[src/rtl/io_arb_pkg.sv]
// io_arb_pkg: shared types and limits for the IO bus arbiter.
//   arb_state_t  - arbiter FSM states (IDLE, ISSUE, RESP)
//   MAX_MASTERS  - largest requester count the arbiter is built for
package io_arb_pkg;

  localparam int MAX_MASTERS = 8;

  typedef enum logic [1:0] {
    IDLE  = 2'd0,
    ISSUE = 2'd1,
    RESP  = 2'd2
  } arb_state_t;

endpackage

[src/rtl/io_rr_pick.sv]
// io_rr_pick: combinational round-robin selector.
// Scans the request vector starting one position above the last grant and
// wrapping around, so the most recently served requester has lowest priority.
//   i_req        [N-1:0]      request vector
//   i_last_grant [IDX_W-1:0]  index granted last time
//   o_valid                   at least one request pending
//   o_winner     [IDX_W-1:0]  selected index (0 when o_valid is low)
module io_rr_pick #(
  parameter int N     = 2,
  parameter int IDX_W = (N > 1) ? $clog2(N) : 1
) (
  input  logic [N-1:0]     i_req,
  input  logic [IDX_W-1:0] i_last_grant,
  output logic             o_valid,
  output logic [IDX_W-1:0] o_winner
);

  logic [IDX_W-1:0] w_idx;

  always_comb begin
    o_valid  = 1'b0;
    o_winner = '0;
    w_idx    = '0;
    // Offset 1 first, offset N (the last grant itself) last.
    for (int i = 1; i <= N; i++) begin
      w_idx = IDX_W'((int'(i_last_grant) + i) % N);
      if (!o_valid && i_req[w_idx]) begin
        o_valid  = 1'b1;
        o_winner = w_idx;
      end
    end
  end

endmodule

[src/rtl/io_bus_arbiter.sv]
// io_bus_arbiter: shares the single-cycle IO bus among NUM_MASTERS requesters.
// One bus transaction per grant: IDLE latches the winner's command, ISSUE
// drives the bus strobe for one cycle and captures read data, RESP returns a
// one-cycle one-hot ack with the captured data.
//   clk, reset                      clock, async active-high reset
//   m_req/m_wr/m_rd [NUM_MASTERS]   per-master request and command strobes
//   m_addr/m_wr_data [NUM_MASTERS]  per-master address and write data
//   m_ack [NUM_MASTERS]             one-hot completion pulse
//   m_rd_data                       read data, valid only with m_ack
//   bus_cs/wr/rd/addr/wr_data       registered IO bus outputs
//   bus_rd_data                     IO bus read data (combinational from slot)
//   busy                            high in ISSUE and RESP
module io_bus_arbiter
  import io_arb_pkg::*;
#(
  parameter int NUM_MASTERS = 2,
  parameter int ADDR_W      = 32,
  parameter int DATA_W      = 32
) (
  input  logic                   clk,
  input  logic                   reset,
  input  logic [NUM_MASTERS-1:0] m_req,
  input  logic [NUM_MASTERS-1:0] m_wr,
  input  logic [NUM_MASTERS-1:0] m_rd,
  input  logic [ADDR_W-1:0]      m_addr    [NUM_MASTERS],
  input  logic [DATA_W-1:0]      m_wr_data [NUM_MASTERS],
  output logic [NUM_MASTERS-1:0] m_ack,
  output logic [DATA_W-1:0]      m_rd_data,
  output logic                   bus_cs,
  output logic                   bus_wr,
  output logic                   bus_rd,
  output logic [ADDR_W-1:0]      bus_addr,
  output logic [DATA_W-1:0]      bus_wr_data,
  input  logic [DATA_W-1:0]      bus_rd_data,
  output logic                   busy
);

  localparam int IDX_W = (NUM_MASTERS > 1) ? $clog2(NUM_MASTERS) : 1;

  arb_state_t       r_state;
  arb_state_t       w_next;
  logic [IDX_W-1:0] r_last_grant;
  logic [IDX_W-1:0] r_idx;
  logic [IDX_W-1:0] w_winner;
  logic             w_valid;

  io_rr_pick #(
    .N     (NUM_MASTERS),
    .IDX_W (IDX_W)
  ) u_pick (
    .i_req        (m_req),
    .i_last_grant (r_last_grant),
    .o_valid      (w_valid),
    .o_winner     (w_winner)
  );

  always_ff @(posedge clk or posedge reset) begin
    if (reset) r_state <= IDLE;
    else       r_state <= w_next;
  end

  always_comb begin
    w_next = r_state;
    case (r_state)
      IDLE:    if (w_valid) w_next = ISSUE;
      ISSUE:   w_next = RESP;
      RESP:    w_next = IDLE;
      default: w_next = IDLE;
    endcase
  end

  // The bus output registers double as the command latch; m_rd_data is the
  // read-data register and only ever holds non-zero data during RESP.
  always_ff @(posedge clk or posedge reset) begin
    if (reset) begin
      r_last_grant <= IDX_W'(NUM_MASTERS - 1);
      r_idx        <= '0;
      bus_cs       <= 1'b0;
      bus_wr       <= 1'b0;
      bus_rd       <= 1'b0;
      bus_addr     <= '0;
      bus_wr_data  <= '0;
      m_ack        <= '0;
      m_rd_data    <= '0;
    end else begin
      case (r_state)
        IDLE: begin
          if (w_valid) begin
            r_idx       <= w_winner;
            bus_cs      <= 1'b1;
            bus_wr      <= m_wr[w_winner];
            // wr and rd together is a write; never strobe both.
            bus_rd      <= m_rd[w_winner] & ~m_wr[w_winner];
            bus_addr    <= m_addr[w_winner];
            bus_wr_data <= m_wr_data[w_winner];
          end
        end
        ISSUE: begin
          bus_cs    <= 1'b0;
          bus_wr    <= 1'b0;
          bus_rd    <= 1'b0;
          m_ack     <= NUM_MASTERS'(1) << r_idx;
          m_rd_data <= bus_rd ? bus_rd_data : '0;
        end
        RESP: begin
          m_ack        <= '0;
          m_rd_data    <= '0;
          r_last_grant <= r_idx;
          bus_addr     <= '0;
          bus_wr_data  <= '0;
        end
        default: ;
      endcase
    end
  end

  assign busy = (r_state != IDLE);

endmodule

[config.mk]
export PLATFORM = sky130hd
export DESIGN_NAME = io_bus_arbiter
export DESIGN_NICKNAME = d
export VERILOG_FILES = /design/src/rtl/io_arb_pkg.sv /design/src/rtl/io_rr_pick.sv /design/src/rtl/io_bus_arbiter.sv
export SDC_FILE = /design/constraint.sdc
export NUM_CORES = 1
export LEC_CHECK = 0
export CAP_MARGIN = 20
export CORE_AREA = 5 5 112 114
export CTS_BUF_LIST = sky130_fd_sc_hd__clkbuf_16
export DETAILED_ROUTE_END_ITERATION = 10
export DIE_AREA = 0 0 117 119
export PLACE_DENSITY = 0.82
export RECOVER_POWER = 25
export SLEW_MARGIN = 20
export SYNTH_ARGS = -nofsm -noshare
export SYNTH_HDL_FRONTEND = slang
export SYNTH_SLANG_ARGS = --single-unit
[constraint.sdc]
create_clock -name clk -period 8.5 [get_ports clk]
set_input_delay 0.85 -clock clk [delete_from_list [all_inputs] [get_ports clk]]
set_output_delay 0.85 -clock clk [all_outputs]
set_load 0.02 [all_outputs]
==> results of run 1 <==
[flip-flops by register name, summed over array words and instances (netlist names)]
signal,count
bus_cs,1
r_last_grant,1
m_ack,2
bus_rd,1
bus_wr,1
bus_wr_data,32
r_state,2
m_rd_data,32
r_idx,1
bus_addr,32
[placed cells by master (no fill, tap or decap), drive strengths merged]
| master | Yosys | routed |
|---|---|---|
| clkdlybuf4s50 | 0 | 240 |
| dfrtp | 104 | 104 |
| mux2i | 65 | 65 |
| o2bb2ai | 64 | 64 |
| a22o | 37 | 37 |
| dlygate4sd3 | 0 | 29 |
| clkbuf | 6 | 10 |
| inv | 5 | 6 |
| nand2 | 4 | 4 |
| ha | 4 | 4 |
| o21ai | 4 | 4 |
| buf | 21 | 3 |
| nor2 | 3 | 3 |
| clkinv | 1 | 3 |
| mux2 | 2 | 2 |
| nand2b | 2 | 2 |
| bufinv | 0 | 2 |
| or3b | 1 | 1 |
| or3 | 1 | 1 |
| a21boi | 1 | 1 |
| clkinvlp | 0 | 1 |
| nor3 | 1 | 1 |
| a21o | 1 | 1 |
| dfstp | 1 | 1 |
[worst max-delay path, stage by stage]
cell and delay (ps):
sky130_fd_sc_hd__dlygate4sd3_1 610, sky130_fd_sc_hd__a21boi_4 170, sky130_fd_sc_hd__clkbuf_1 1370, sky130_fd_sc_hd__mux2_2 450, sky130_fd_sc_hd__a22o_1 180
[metal layers]
| metal | vias to the layer above | part of all wire |
|---|---|---|
| li1 | 1762 | - |
| met1 | 1786 | 0.37 |
| met3 | 20 | 0.12 |
| met4 | 0 | 0.017 |
| met5 | - | 0 |
| met2 | 175 | 0.49 |
[area by class of cell]
class                   count  area share
clock inverters             6      0.0101
repair buffers            273       0.358
inverters                   6     0.00313
clock buffers               9      0.0297
multi-input cells         190       0.229
well taps                 143      0.0236
flip-flops and latches    105       0.346
[metrics by stage]
| stage | util | hold WS [ps] | total power, mW | worst slack [ps] | instances |
|---|---|---|---|---|---|
| floorplan | - | 505 | 1.52 | 4890 | 328 |
| CTS | 0.670 | 491 | 2.50 | 5710 | 732 |
| finish | 0.670 | 481 | 2.45 | 5060 | 732 |
| global route | 0.670 | 493 | 2.60 | 4910 | 732 |
| detailed placement | 0.643 | 473 | 2.07 | 5520 | 717 |
| global placement | 0.643 | 470 | 2.03 | 5630 | 717 |
[worst paths after layout]
path / startpoint / endpoint / depth (start not counted)
worst max register to register: r_last_grant$_DFFE_PP1P_ / bus_wr$_DFFE_PP0P_ / 4
worst max-delay path: m_req[0] / bus_wr$_DFFE_PP0P_ / 5
worst min-delay path: bus_wr_data[27]$_DFFE_PP0P_ / bus_wr_data[27]$_DFFE_PP0P_ / 1
min in group asynchronous: reset / bus_wr_data[0]$_DFFE_PP0P_ / 2
worst min register to register: bus_wr_data[27]$_DFFE_PP0P_ / bus_wr_data[27]$_DFFE_PP0P_ / 1
max in group asynchronous: reset / bus_wr_data[6]$_DFFE_PP0P_ / 3
[power by group]
| part | total [mW] | internal (mW) | switching (mW) |
|---|---|---|---|
| Combinational | 1.23 | 0.569 | 0.658 |
| Clock | 0.420 | 0.253 | 0.167 |
| Sequential | 0.805 | 0.696 | 0.109 |
| Total | 2.45 | 1.52 | 0.934 |
[kinds of logic after synthesis]
logic type | share of synthesized area
DFF | 0.579
AOI/OAI and AO/OA | 0.205
and+or+nand+nor | 0.0129
muxes | 0.148
adders and majority gates | 0.0110
buffers and inverters | 0.0441
==> flow_summary.yaml, run 1 <==
timing:
  drv_slew: 76
  rsz0062_at_grt: "false"
  achievable-frequency_mhz: 291
  final_period_util: 0.405
  max_slew.worst_pin.slew_ps: 1980
  worst_slew_margin_relative_to_its_limit: -0.327
  final.setup.tns_ps: 0
  setup_viol: 0
  min_period_ps: 3440
  timing.clock.skew_ps: 8.83
  hold_viol: 0
final_layout:
  nFillCells: 845
  final_layout_net_count: 757
  areaGrowthSynthToFinish_pct: 67.1
  final-seq-area_um2: 2630
  layout.cell_area.non_filler_um2: 7590
  share_of_cells_above_drive_strength_1: 0.0390
  multi_input_area_um2: 1740
  count_of_antenna_diodes_in_the_layout: 0
worst_setup_path:
  start_kind: "input port"
  timing.critical_path.to_type: "register"
  worstSetupPathType: "in -> reg"
  r2r_slack_ps: 5870
  critPathMaxFanout: 27
  critPathArrivalTime_ps: 3660
  cp.required_ps: 8720
outcome:
  violations: "max-capacitance violations, max-slew violations"
  outcome: "finished with violations"
die:
  die_width_um: 117
  core.rowCount: 39
  core-area_um2: 11300
  die-area_um2: 13900
  fp.dieH_um: 119
  start_util: 0.401
  num_io_pins: 270
clock_tree:
  cts.repair_timing.setup_buffer_count: 0
  clock_tree_buf_depth: 2
  tritoncts_clock_tree: "yes"
  holdBufCountCts: 0
  cts.sink_count: 105
  cts.clk_slew.worst_paths_ps: 60
  cts-root-buf: "sky130_fd_sc_hd__clkbuf_16"
  latest_clock_arrival_within_the_worst_skew_pair_ps: 330
  total_cts_buffers: 9
  cts_htree_levels: 3
  ctsResizeCount: 0
grt:
  antenna_found_initial: 0
  grt_pass1_vias: 4169
  grt.total_usage: 0.193
  busiest_layer: "met2"
  wire_length_of_the_first_global_routing_pass_mm: 21.3
  global_route.usage.met2: 0.335
  global_route.usage.met1: 0.218
  overflow: 0
  pin_count_of_the_biggest_net_entering_global_routing: 65
  groute.layer.met3.usage: 0.0740
placement:
  port_buffers: 269
  dp.final_hpwl_mm: 10.9
  placedInstanceArea_um2: 7280
  final_weighted_congestion_in_routability_driven_placement: 0.716
synth:
  syn-cell-area_um2: 4540
  yosys_warnings: 0
  post-synth-top-area-cell: "sky130_fd_sc_hd__dfrtp_1"
  syn_inst: 328
  syn-mean-instance-area_um2: 13.8
  ys_top_cells_by_area: "sky130_fd_sc_hd__dfrtp_1 57%, sky130_fd_sc_hd__mux2i_1 14%, sky130_fd_sc_hd__o2bb2ai_1 12%"
  synth_async_sr_flop_share: 1.00
  yosys_register_bits: 105
  synth_enable_flop_cells: 0
  synth.net_count: 500
  top_cell_type_s_share_of_synthesized_area: 0.573
  ys.flop_type: "sky130_fd_sc_hd__dfrtp_1"
  synth_most_common_cell: "sky130_fd_sc_hd__dfrtp_1"
  synth_sequential_area_ratio: 0.579
  distinct_cell_type_count_of_the_synthesized_netlist: 23
  synth_top_cells_by_count: "104 x sky130_fd_sc_hd__dfrtp_1, 65 x sky130_fd_sc_hd__mux2i_1, 64 x sky130_fd_sc_hd__o2bb2ai_1"
drt:
  detailroute.via_count: 3743
  wl_per_cell_um: 19.0
  drt_pass1_iterations: 4
  first_iter_violations: 139
  route.detailed.vias_per_inst: 5.11
  routed_wirelength_mm: 13.9
  route.detailed.drc: 0
  drt.antenna.violating_nets: 0
worst_hold_path:
  min_path_type: "reg -> reg"
pwr:
  irDropWorstVdd_v: 0.000166
  cellPowerDensity_nw_per_um2: 323
  leakage_nw: 3.30
flow_run:
  maxCapViolCount: 2
No activity file was read; power rests on OpenSTA's default activity.
==> inputs of run 2 (changes only) <==
- CORE_AREA: 5 5 112 114 -> 5 5 116 118
- DIE_AREA: 0 0 117 119 -> 0 0 121 123
- PLACE_DENSITY: 0.82 -> 0.77
- clock period: 8.5 -> 3.5 ns (I/O delays scaled with it)
==> run 2 against run 1 <==
Against the previous run: core utilization fell by 4.9 points; non-clock buffer count rose by 2; clock power rose to 2.5 times the previous value; cell count rose by 4.4%; critical endpoint is now bus_wr_data[16]$_DFFE_PP0P_; worst hold slack improved by 7.3 ps; the flow still finishes with violations (max-capacitance violations, max-slew violations); clock-buffer cell count did not move.
==> flow_summary.yaml, run 2 (synthesis results as in run 1) <==
outcome:
  outcome: "finished with violations"
  violations: "max-capacitance violations, max-slew violations"
die:
  num_io_pins: 270
  fp.dieH_um: 123
  start_util: 0.367
  core.rowCount: 41
  die-area_um2: 14900
  die_width_um: 121
  core-area_um2: 12400
worst_setup_path:
  worstSetupPathType: "reg -> reg"
  critPathArrivalTime_ps: 2690
  start_kind: "register"
  critPathMaxFanout: 26
  timing.critical_path.slowest_cell_delay_ps: 490
  cp.required_ps: 3750
  master_of_the_slowest_instance_on_the_critical_path: "sky130_fd_sc_hd__or3b_1"
  cp_cell_sequence: "inv_1, ha_1, or3b_1, o21ai_4, buf_8, buf_4, o2bb2ai_1"
  timing.critical_path.to_type: "register"
grt:
  overflow: 0
  wire_length_of_the_first_global_routing_pass_mm: 21.8
  pin_count_of_the_biggest_net_entering_global_routing: 65
  global_route.usage.met1: 0.215
  busiest_layer: "met2"
  grt_pass1_vias: 4107
  global_route.usage.met2: 0.324
  grt.total_usage: 0.187
  groute.layer.met3.usage: 0.0695
  antenna_found_initial: 0
drt:
  wl_per_cell_um: 18.7
  first_iter_violations: 167
  route.detailed.drc: 0
  detailroute.via_count: 3782
  route.detailed.vias_per_inst: 4.95
  routed_wirelength_mm: 14.3
  drt_pass1_iterations: 4
  drt.antenna.violating_nets: 0
pwr:
  post-layout-total-power_mw: 6.09
  leakage_nw: 3.26
  cellPowerDensity_nw_per_um2: 793
  irDropWorstVdd_v: 0.000560
clock_tree:
  cts_htree_levels: 3
  cts.sink_count: 105
  cts.repair_timing.setup_buffer_count: 0
  ctsResizeCount: 0
  cts-root-buf: "sky130_fd_sc_hd__clkbuf_16"
  tritoncts_clock_tree: "yes"
  total_cts_buffers: 9
  latest_clock_arrival_within_the_worst_skew_pair_ps: 340
  clock_tree_buf_depth: 2
  cts.clk_slew.worst_paths_ps: 70
  holdBufCountCts: 0
timing:
  achievable-frequency_mhz: 411
  max_slew.worst_pin.slew_ps: 2310
  worst_slack_ps: 1070
  min_period_ps: 2430
  worst_slew_margin_relative_to_its_limit: -0.545
  rsz0062_at_grt: "false"
  hold_viol: 0
  setup_viol: 0
  final.setup.tns_ps: 0
  final_period_util: 0.696
  timing.clock.skew_ps: 13.2
  drv_slew: 52
final_layout:
  count_of_antenna_diodes_in_the_layout: 0
  areaGrowthSynthToFinish_pct: 69.1
  final_layout_net_count: 759
  layout.cells.most_common_list: "268 x sky130_fd_sc_hd__clkdlybuf4s50_1, 104 x sky130_fd_sc_hd__dfrtp_1, 65 x sky130_fd_sc_hd__mux2i_1"
  share_of_cells_above_drive_strength_1: 0.0456
  commonest_non_fill_non_tap_cell_in_the_layout: "sky130_fd_sc_hd__clkdlybuf4s50_1"
  biggestRegsByFlops: "bus_addr x32, bus_wr_data x32, m_rd_data x32"
placement:
  place_ws_ps: 986
  dp.final_hpwl_mm: 11.0
  final_weighted_congestion_in_routability_driven_placement: 0.782
  port_buffers: 269
worst_hold_path:
  min_path_type: "reg -> reg"
flow_run:
  maxCapViolCount: 1
## run 2: cell types whose count changed in the layout (fill, tap and decap cells not counted)
| cell | before | now |
|---|---|---|
| sky130_fd_sc_hd__nor2_2 | 0 | 1 |
| sky130_fd_sc_hd__buf_8 | 0 | 1 |
| sky130_fd_sc_hd__dlygate4sd3_1 | 29 | 1 |
| sky130_fd_sc_hd__clkinv_2 | 1 | 0 |
| sky130_fd_sc_hd__clkdlybuf4s50_1 | 240 | 268 |
| sky130_fd_sc_hd__clkbuf_1 | 1 | 0 |
| sky130_fd_sc_hd__clkinv_1 | 2 | 1 |
| sky130_fd_sc_hd__buf_12 | 0 | 2 |
| sky130_fd_sc_hd__inv_6 | 0 | 1 |
| sky130_fd_sc_hd__inv_1 | 6 | 7 |
| sky130_fd_sc_hd__clkinvlp_4 | 0 | 1 |
| sky130_fd_sc_hd__nor2_4 | 1 | 0 |
## run 2: per-layer routing
layer,vias up,share of wire
met3,17,0.093
met5,-,0
met4,0,0.015
met1,1828,0.38
met2,165,0.51
li1,1772,-
## run 2: final timing paths
kind	startpoint	cells past startpoint	endpoint	slack [ps]
min in group asynchronous	reset	2	bus_wr_data[27]$_DFFE_PP0P_	1090
max	r_state[0]$_DFFE_PP0P_	7	bus_wr_data[16]$_DFFE_PP0P_	1070
max reg2reg	r_state[0]$_DFFE_PP0P_	7	bus_wr_data[16]$_DFFE_PP0P_	1070
max in group asynchronous	reset	3	r_last_grant$_DFFE_PP1P_	1310
min reg2reg	bus_wr_data[21]$_DFFE_PP0P_	1	bus_wr_data[21]$_DFFE_PP0P_	490
min	bus_wr_data[21]$_DFFE_PP0P_	1	bus_wr_data[21]$_DFFE_PP0P_	490
## run 2: through the flow
stage / hold WS, ps / cell area [um^2] / util / instances
after floorplan: 479 / 4540 / - / 328
after global placement: 470 / 7350 / 0.595 / 747
after CTS: 483 / 7660 / 0.620 / 763
after detailed placement: 473 / 7350 / 0.595 / 747
final: 488 / 7680 / 0.621 / 764
after global routing: 503 / 7680 / 0.621 / 764
## run 2: worst max-delay path: cells and delay by family (launching register included)
kind	cells	cell delay, ps
adder cells (fa/ha/maj)	1	300
flip-flops	1	400
AND/OR/NAND/NOR	1	490
AO/OA/AOI/OAI	2	460
buffers and inverters	3	670
## run 2: layout make-up
cell class              instances  area [um^2]
fillers                       968         4680
repair buffers                275         2770
flip-flops and latches        105         2630
multi-input cells             190         1730
clock buffers                   9          225
well taps                     172          215
clock inverters                 7         87.6
inverters                       6         23.8
## run 2: where the power goes
group          internal, mW  total [mW]  switching (mW)
clock network         0.622        1.06           0.438
logic                  1.45        3.07            1.62
registers              1.69        1.96           0.271
